`config.mk`:
```
export PLATFORM = sky130hd
export DESIGN_NAME = rom_fetch
export DESIGN_NICKNAME = d
export VERILOG_FILES = /design/src/rtl/rom_fetch.sv
export SDC_FILE = /design/constraint.sdc
export NUM_CORES = 1
export LEC_CHECK = 0
export CORE_MARGIN = 2
export CORE_UTILIZATION = 48
export DETAILED_ROUTE_END_ITERATION = 12
export GPL_ROUTABILITY_DRIVEN = 0
export HOLD_SLACK_MARGIN = 0.02
export PLACE_DENSITY = 0.9
export SKIP_CTS_REPAIR_TIMING = 1
export SLEW_MARGIN = 20
export SYNTH_ARGS = -nofsm -noshare
export SYNTH_HDL_FRONTEND = slang
export SYNTH_SLANG_ARGS = --single-unit
```
`constraint.sdc`:
```
create_clock -name clk -period 3.7 [get_ports clk]
set_clock_uncertainty 0.05 [all_clocks]
set_input_delay 0.74 -clock clk [delete_from_list [all_inputs] [get_ports clk]]
set_output_delay 0.74 -clock clk [all_outputs]
set_load 0.02 [all_outputs]
```
`src/rtl/rom_fetch.sv`:
```
// rom_fetch: Hack CPU instruction-fetch front end.
// Sequences CPU boot after the ROM loader is ready, issues ROM reads over a
// valid/ready handshake, absorbs the one-cycle SPRAM read latency and returns
// words through a 2-entry response FIFO with flush and out-of-range tagging.
module rom_fetch #(
  parameter int unsigned BOOT_DELAY = 4
) (
  input  logic        clk,
  input  logic        reset_n,
  input  logic        rom_ready,
  output logic [13:0] rom_address,
  input  logic [15:0] rom_data,
  input  logic        req_valid,
  input  logic [14:0] req_addr,
  output logic        req_ready,
  output logic        resp_valid,
  output logic [15:0] resp_data,
  output logic        resp_fault,
  input  logic        resp_ready,
  input  logic        flush,
  output logic        cpu_reset,
  output logic        boot_done
);

  typedef enum logic [1:0] {
    BOOT_WAIT,
    BOOT_DLY,
    RUN
  } state_t;

  localparam logic [3:0] LP_DLY_LAST = 4'(BOOT_DELAY - 1);

  state_t      r_state;
  logic [3:0]  r_cnt;
  logic        r_cpu_reset;
  logic        r_boot_done;

  logic [13:0] r_rom_addr;
  logic        r_inflight;
  logic        r_tag_fault;

  logic [15:0] r_fifo_data  [2];
  logic        r_fifo_fault [2];
  logic        r_wr_ptr;
  logic        r_rd_ptr;
  logic [1:0]  r_count;

  logic        w_run;
  logic        w_pop;
  logic        w_push;
  logic        w_accept;
  logic        w_clear;
  logic [2:0]  w_credit;

  // Handshake, credit and ROM address steering
  always_comb begin
    w_run       = (r_state == RUN);
    resp_valid  = (r_count != 2'd0);
    resp_data   = r_fifo_data[r_rd_ptr];
    resp_fault  = r_fifo_fault[r_rd_ptr];
    w_pop       = resp_valid && resp_ready;
    // Slots already committed (queued + in flight) after this cycle's pop;
    // a pop implies r_count >= 1, so this never underflows.
    w_credit    = {1'b0, r_count} + {2'b00, r_inflight} - {2'b00, w_pop};
    req_ready   = w_run && !flush && (w_credit < 3'd2);
    w_accept    = req_valid && req_ready;
    rom_address = w_accept ? req_addr[13:0] : r_rom_addr;
    // Flush and ROM loss both discard queued and in-flight fetches.
    w_clear     = w_run && (flush || !rom_ready);
    w_push      = r_inflight && !w_clear;
    cpu_reset   = r_cpu_reset;
    boot_done   = r_boot_done;
  end

  // Boot sequencer: wait for ROM, settle delay, then release the CPU
  always_ff @(posedge clk or negedge reset_n) begin
    if (!reset_n) begin
      r_state     <= BOOT_WAIT;
      r_cnt       <= '0;
      r_cpu_reset <= 1'b1;
      r_boot_done <= 1'b0;
    end else begin
      case (r_state)
        BOOT_WAIT: begin
          if (rom_ready) begin
            r_state <= BOOT_DLY;
            r_cnt   <= '0;
          end
        end
        BOOT_DLY: begin
          if (!rom_ready) begin
            r_state <= BOOT_WAIT;
            r_cnt   <= '0;
          end else if (r_cnt == LP_DLY_LAST) begin
            r_state     <= RUN;
            r_cnt       <= '0;
            r_cpu_reset <= 1'b0;
            r_boot_done <= 1'b1;
          end else begin
            r_cnt <= r_cnt + 4'd1;
          end
        end
        RUN: begin
          if (!rom_ready) begin
            r_state     <= BOOT_WAIT;
            r_cpu_reset <= 1'b1;
            r_boot_done <= 1'b0;
          end
        end
        default: begin
          r_state     <= BOOT_WAIT;
          r_cnt       <= '0;
          r_cpu_reset <= 1'b1;
          r_boot_done <= 1'b0;
        end
      endcase
    end
  end

  // Fetch pipeline: in-flight tag, latency absorption and response FIFO
  always_ff @(posedge clk or negedge reset_n) begin
    if (!reset_n) begin
      r_rom_addr  <= '0;
      r_inflight  <= 1'b0;
      r_tag_fault <= 1'b0;
      r_wr_ptr    <= 1'b0;
      r_rd_ptr    <= 1'b0;
      r_count     <= '0;
      for (int unsigned i = 0; i < 2; i++) begin
        r_fifo_data[i]  <= '0;
        r_fifo_fault[i] <= 1'b0;
      end
    end else begin
      if (w_accept) begin
        r_rom_addr <= req_addr[13:0];
      end
      if (w_clear) begin
        r_inflight  <= 1'b0;
        r_tag_fault <= 1'b0;
        r_wr_ptr    <= 1'b0;
        r_rd_ptr    <= 1'b0;
        r_count     <= '0;
      end else begin
        r_inflight <= w_accept;
        if (w_accept) begin
          r_tag_fault <= req_addr[14];
        end
        if (w_push) begin
          r_fifo_data[r_wr_ptr]  <= r_tag_fault ? '0 : rom_data;
          r_fifo_fault[r_wr_ptr] <= r_tag_fault;
          r_wr_ptr               <= ~r_wr_ptr;
        end
        if (w_pop) begin
          r_rd_ptr <= ~r_rd_ptr;
        end
        r_count <= r_count + {1'b0, w_push} - {1'b0, w_pop};
      end
    end
  end

  a_fifo_no_overflow: assert property (
    @(posedge clk) disable iff (!reset_n) w_push |-> (r_count != 2'd2)
  );

endmodule

```
# Word level (Yosys, flattened, before mapping)
# Cells that the tools add are included.
# word_totals
input_bits	37
ff_bits	62
wordCells	97
latch_bits	0
mem_bits_rw	0
rom_bits	0
memories	0
# classes
div_mod_pow	0
eq_ne	8
n_lt_le_gt_ge	4
n_mux	39
n_mul	0
bitwise_logic	7
shifts	0
addsub	5
n_reduce_logical	20
# ops
cell	n
16-bit 2-to-1 mux	5
32-bit bitwise mux	1
1-bit 2-to-1 mux	17
16-bit demux with 1-bit select	1
14-bit 2-to-1 mux	1
4-bit 2-to-1 mux	3
4-bit one-hot mux with 3 select lines	1
2-bit 2-to-1 mux	5
2-bit != test, second input constant	4
2-bit nonzero test	4
1-bit logical AND	7
1-bit one-hot mux with 3 select lines	2
2-bit one-hot mux with 3 select lines	1
1-bit inverter	5
4-bit by 1-bit adder with 4-bit output, second input constant	1
4-bit by 2-bit equality test with 1-bit output, second input constant	1
2-bit >= comparator, second input constant	2
1-bit inverter with 2-bit output	2
2-bit AND reduction	2
4-bit AND reduction	1
2-bit by 1-bit adder with 3-bit output	1
1-bit zero test	3
3-bit by 2-bit < comparator with 1-bit output, second input constant	1
3-bit != test, second input constant	1
other kinds (11)	11

# Longest topological paths before layout
# logic_depth
word_depth	8
depth_mapped	9
depth_no_buf	8

# Worst setup path after synthesis
# OpenSTA, ideal clock, no wires.
# synth_path
kind	input to output
from	in resp_ready
to	out rom_address[10]
arrival_ns	2.639
required_ns	2.910
path_stages	8
path_buffers	1
setup_slack_ns	0.271
cell_sequence	nand2_1 -> nor2_1 -> o21ai_0 -> fa_1 -> xor2_1 -> nor4_4 -> buf_6 -> mux2_1
# synth_via
elab_chain_len	6
# synth_lines
element	line	rtl
from (decl)	19	input logic resp_ready,
1-bit logical AND	61	w_pop = resp_valid && resp_ready;
3-bit by 1-bit subtractor with 3-bit output	64	w_credit = {1'b0, r_count} + {2'b00, r_inflight} - {2'b00, w_pop};
3-bit by 2-bit < comparator with 1-bit output	65	req_ready = w_run && !flush && (w_credit < 3'd2);
1-bit logical AND	65	
1-bit logical AND	66	w_accept = req_valid && req_ready;
14-bit 2-to-1 mux	--	
to (decl)	11	output logic [13:0] rom_address,
# Every way passes these cells.

# Worst setup path in the final report
# layout_path
from	in resp_ready
to	out rom_address[1]
# The elaborated chain is that of the path after synthesis.

==> impl_metrics.json <==
{
  "yosysSeqAreaShare_pct": 55.9,
  "crit_path_end_kind": "primary output",
  "place.port_buffers": 71,
  "clock_path_buffers": 2,
  "nFillCells": 438,
  "hp-class": "flop to flop",
  "min_from": "r_fifo_data[28]",
  "crit_start": "resp_ready",
  "ir_drop_mv": 0.365,
  "cts_tree": "built",
  "viasPerCell": 5.11,
  "grt_start_max_net_pins": 63,
  "layout_setup_ws_ns": 0.0953,
  "first_pass_iters": 4,
  "ys_warn_count": 0,
  "holdPathEnd": "r_fifo_data[28]",
  "wire_per_inst_um": 14.4,
  "reg2regPathDepth": 7,
  "regArea_sq_um": 1550,
  "fp.dieW_um": 80.1,
  "hold_slack_ns": 0.427,
  "fp.coreArea_sq_um": 5540,
  "crit_arrival_ns": 2.81,
  "post-route-drc-count": 0,
  "vias": 2063,
  "min_path_cells": 2,
  "grt_pass1_vias": 2172,
  "synth_cells": 248,
  "grt_usage_pct": 20.0,
  "die_y_um": 80.1,
  "clk_pin_slew_ns": 0.08,
  "maxSlewHeadroom_pct": 44.0,
  "synth_ff_type": "dfrtp_1",
  "run_status": "finished, final reports clean",
  "hold_viol": 0,
  "maxSlewViolCount": 0,
  "ys_ff_latch": 62,
  "cp_max_fo": 7,
  "pre_cts_ws_ns": -0.564,
  "critPathLaunchType": "input pin",
  "initial_core_util_pct": 50.1,
  "syn_area_sq_um": 2780,
  "clock_latency_ns": 0.34,
  "min_period_ns": 3.60,
  "fin_nets": 368,
  "critPathRequiredTime_ns": 2.91,
  "drt_iter0_drc": 98,
  "htree_levels": 3,
  "powerDensity_nw_per_um2": 457,
  "ant_nets": 0,
  "drive_above_1_share_pct": 20.2,
  "power.leakage_uw": 0.00187,
  "num_io_pins": 72,
  "r2r_setup_slack_ns": 1.43,
  "gr-total-overflow": 0,
  "max_freq_mhz": 277,
  "r2r_end": "r_rom_addr[7]",
  "rows": 27,
  "ys_async_sr_fraction_pct": 100,
  "cap_violations": 0,
  "synth_edf_count": 0,
  "num_antenna_cells": 0,
  "cts_buffers": 9,
  "reg2reg_from": "r_count[0]",
  "multi_input_area_sq_um": 1160,
  "worst_pin_slew_ns": 0.840,
  "setup_viol": 0,
  "area_growth_pct": 36.6,
  "timing.final.crit_share_pct": 97.4,
  "cts_root_buffer": "clkbuf_8",
  "grt_pass1_wl_um": 9770,
  "die-area_sq_um": 6410,
  "routed_wl_um": 5800,
  "cts.sinks": 62,
  "crit_type": "input pin to primary output",
  "hpwl_um": 3970,
  "synth_area_per_cell_sq_um": 11.2,
  "ys_types": 29,
  "syn_nets": 289,
  "antenna_found_initial": 0
}
[registers in the layout, indices dropped and copies added (netlist names)]
signal / count
cpu_reset: 1
r_tag_fault: 1
r_count: 2
r_rd_ptr: 1
r_fifo_fault: 2
r_rom_addr: 14
r_state: 2
r_wr_ptr: 1
r_fifo_data: 32
boot_done: 1
r_inflight: 1
r_cnt: 4
[worst max-delay path by stage]
stage	end	slack, ns	cells past startpoint
CTS	rom_address[11]	-0.57	10
detailed placement	rom_address[11]	-0.56	10
global route	rom_address[10]	-0.02	10
floorplan	rom_address[10]	0.27	8
global placement	rom_address[7]	-0.48	10
finish	rom_address[1]	0.1	10
[per-stage QoR]
step | total power [uW] | area [sq um] | util (%) | std cells | setup TNS [ns]
floorplan | 994 | 2780 | - | 248 | 0
global route | 1820 | 3790 | 68.5 | 404 | -0.0208
CTS | 1750 | 3780 | 68.2 | 404 | -8.03
finish | 1730 | 3790 | 68.5 | 404 | 0
global placement | 1140 | 3580 | 64.6 | 388 | -6.77
detailed placement | 1150 | 3580 | 64.6 | 388 | -7.93
[cell usage after synthesis (2+ instances only)]
cell type / number / area, sq um
nor2_1: 10 / 37.5
nand3b_1: 3 / 22.5
ha_1: 3 / 37.5
xor2_1: 2 / 17.5
o21ai_0: 42 / 210
o21a_1: 2 / 15.0
xnor2_1: 3 / 26.3
buf_6: 2 / 22.5
nand2_1: 36 / 135
mux2_1: 8 / 90.1
nor2b_1: 7 / 43.8
nand2b_1: 17 / 106
mux2_2: 25 / 282
clkbuf_1: 9 / 33.8
inv_1: 4 / 15.0
o211ai_1: 2 / 15.0
dfrtp_1: 61 / 1530
[worst max-delay path, stage by stage]
cell and delay (ns):
dlymetal6s2s_1 0.13, buf_4 0.14, nor2b_2 0.11, o21ai_2 0.07
fa_1 0.55, nand2_2 0.07, nor4_4 0.27, buf_6 0.18
mux2_2 0.35, dlymetal6s2s_1 0.21
[routing by layer]
layer	part of all wire (%)	global-route usage, %
met1	45	25.4
met2	48	32.0
met3	5.4	4.72
met4	1.9	9.66
met5	0	0
[cells by family after synthesis]
| group | share of synthesized area [%] |
|---|---|
| compound gates | 8.92 |
| mux | 13.7 |
| flops | 55.9 |
| fa+ha+maj | 2.07 |
| xor+xnor | 1.58 |
| simple gates | 15.0 |
| buf+inv | 2.75 |
[cells in the final DEF, fill, tap and decap left out, types with 2 or more instances in the layout]
| cell | synthesis | routed |
|---|---|---|
| dfrtp_1 | 61 | 61 |
| clkdlybuf4s50_1 | 0 | 54 |
| o21ai_0 | 42 | 41 |
| nand2_1 | 36 | 35 |
| mux2_2 | 25 | 25 |
| nand2b_1 | 17 | 17 |
| nor2_1 | 10 | 9 |
| clkbuf_8 | 0 | 9 |
| dlymetal6s2s_1 | 0 | 9 |
| mux2_1 | 8 | 7 |
| buf_4 | 0 | 7 |
| nor2b_1 | 7 | 6 |
| clkbuf_2 | 0 | 6 |
| inv_1 | 4 | 4 |
| clkinvlp_4 | 0 | 4 |
| xnor2_1 | 3 | 3 |
| nand3b_1 | 3 | 3 |
| ha_1 | 3 | 3 |
| buf_6 | 2 | 3 |
| xor2_1 | 2 | 2 |
| o211ai_1 | 2 | 2 |
| o21a_1 | 2 | 2 |
[final cells by class]
class,count,area share [%]
Clock buffer,9,3.27
Timing Repair Buffer,80,20.4
Tap cell,72,2.38
Sequential cell,62,40.9
Clock inverter,7,1.95
Inverter,4,0.396
Multi-Input combinational cell,170,30.6
[power by group]
group	switching (uW)	leakage, uW	total, uW	internal (uW)
clock network	282	0.0000879	594	311
registers	69.8	0.000836	791	721
logic	158	0.000946	350	192
total	510	0.00187	1730	1220
No activity file was read; power rests on OpenSTA's default activity.
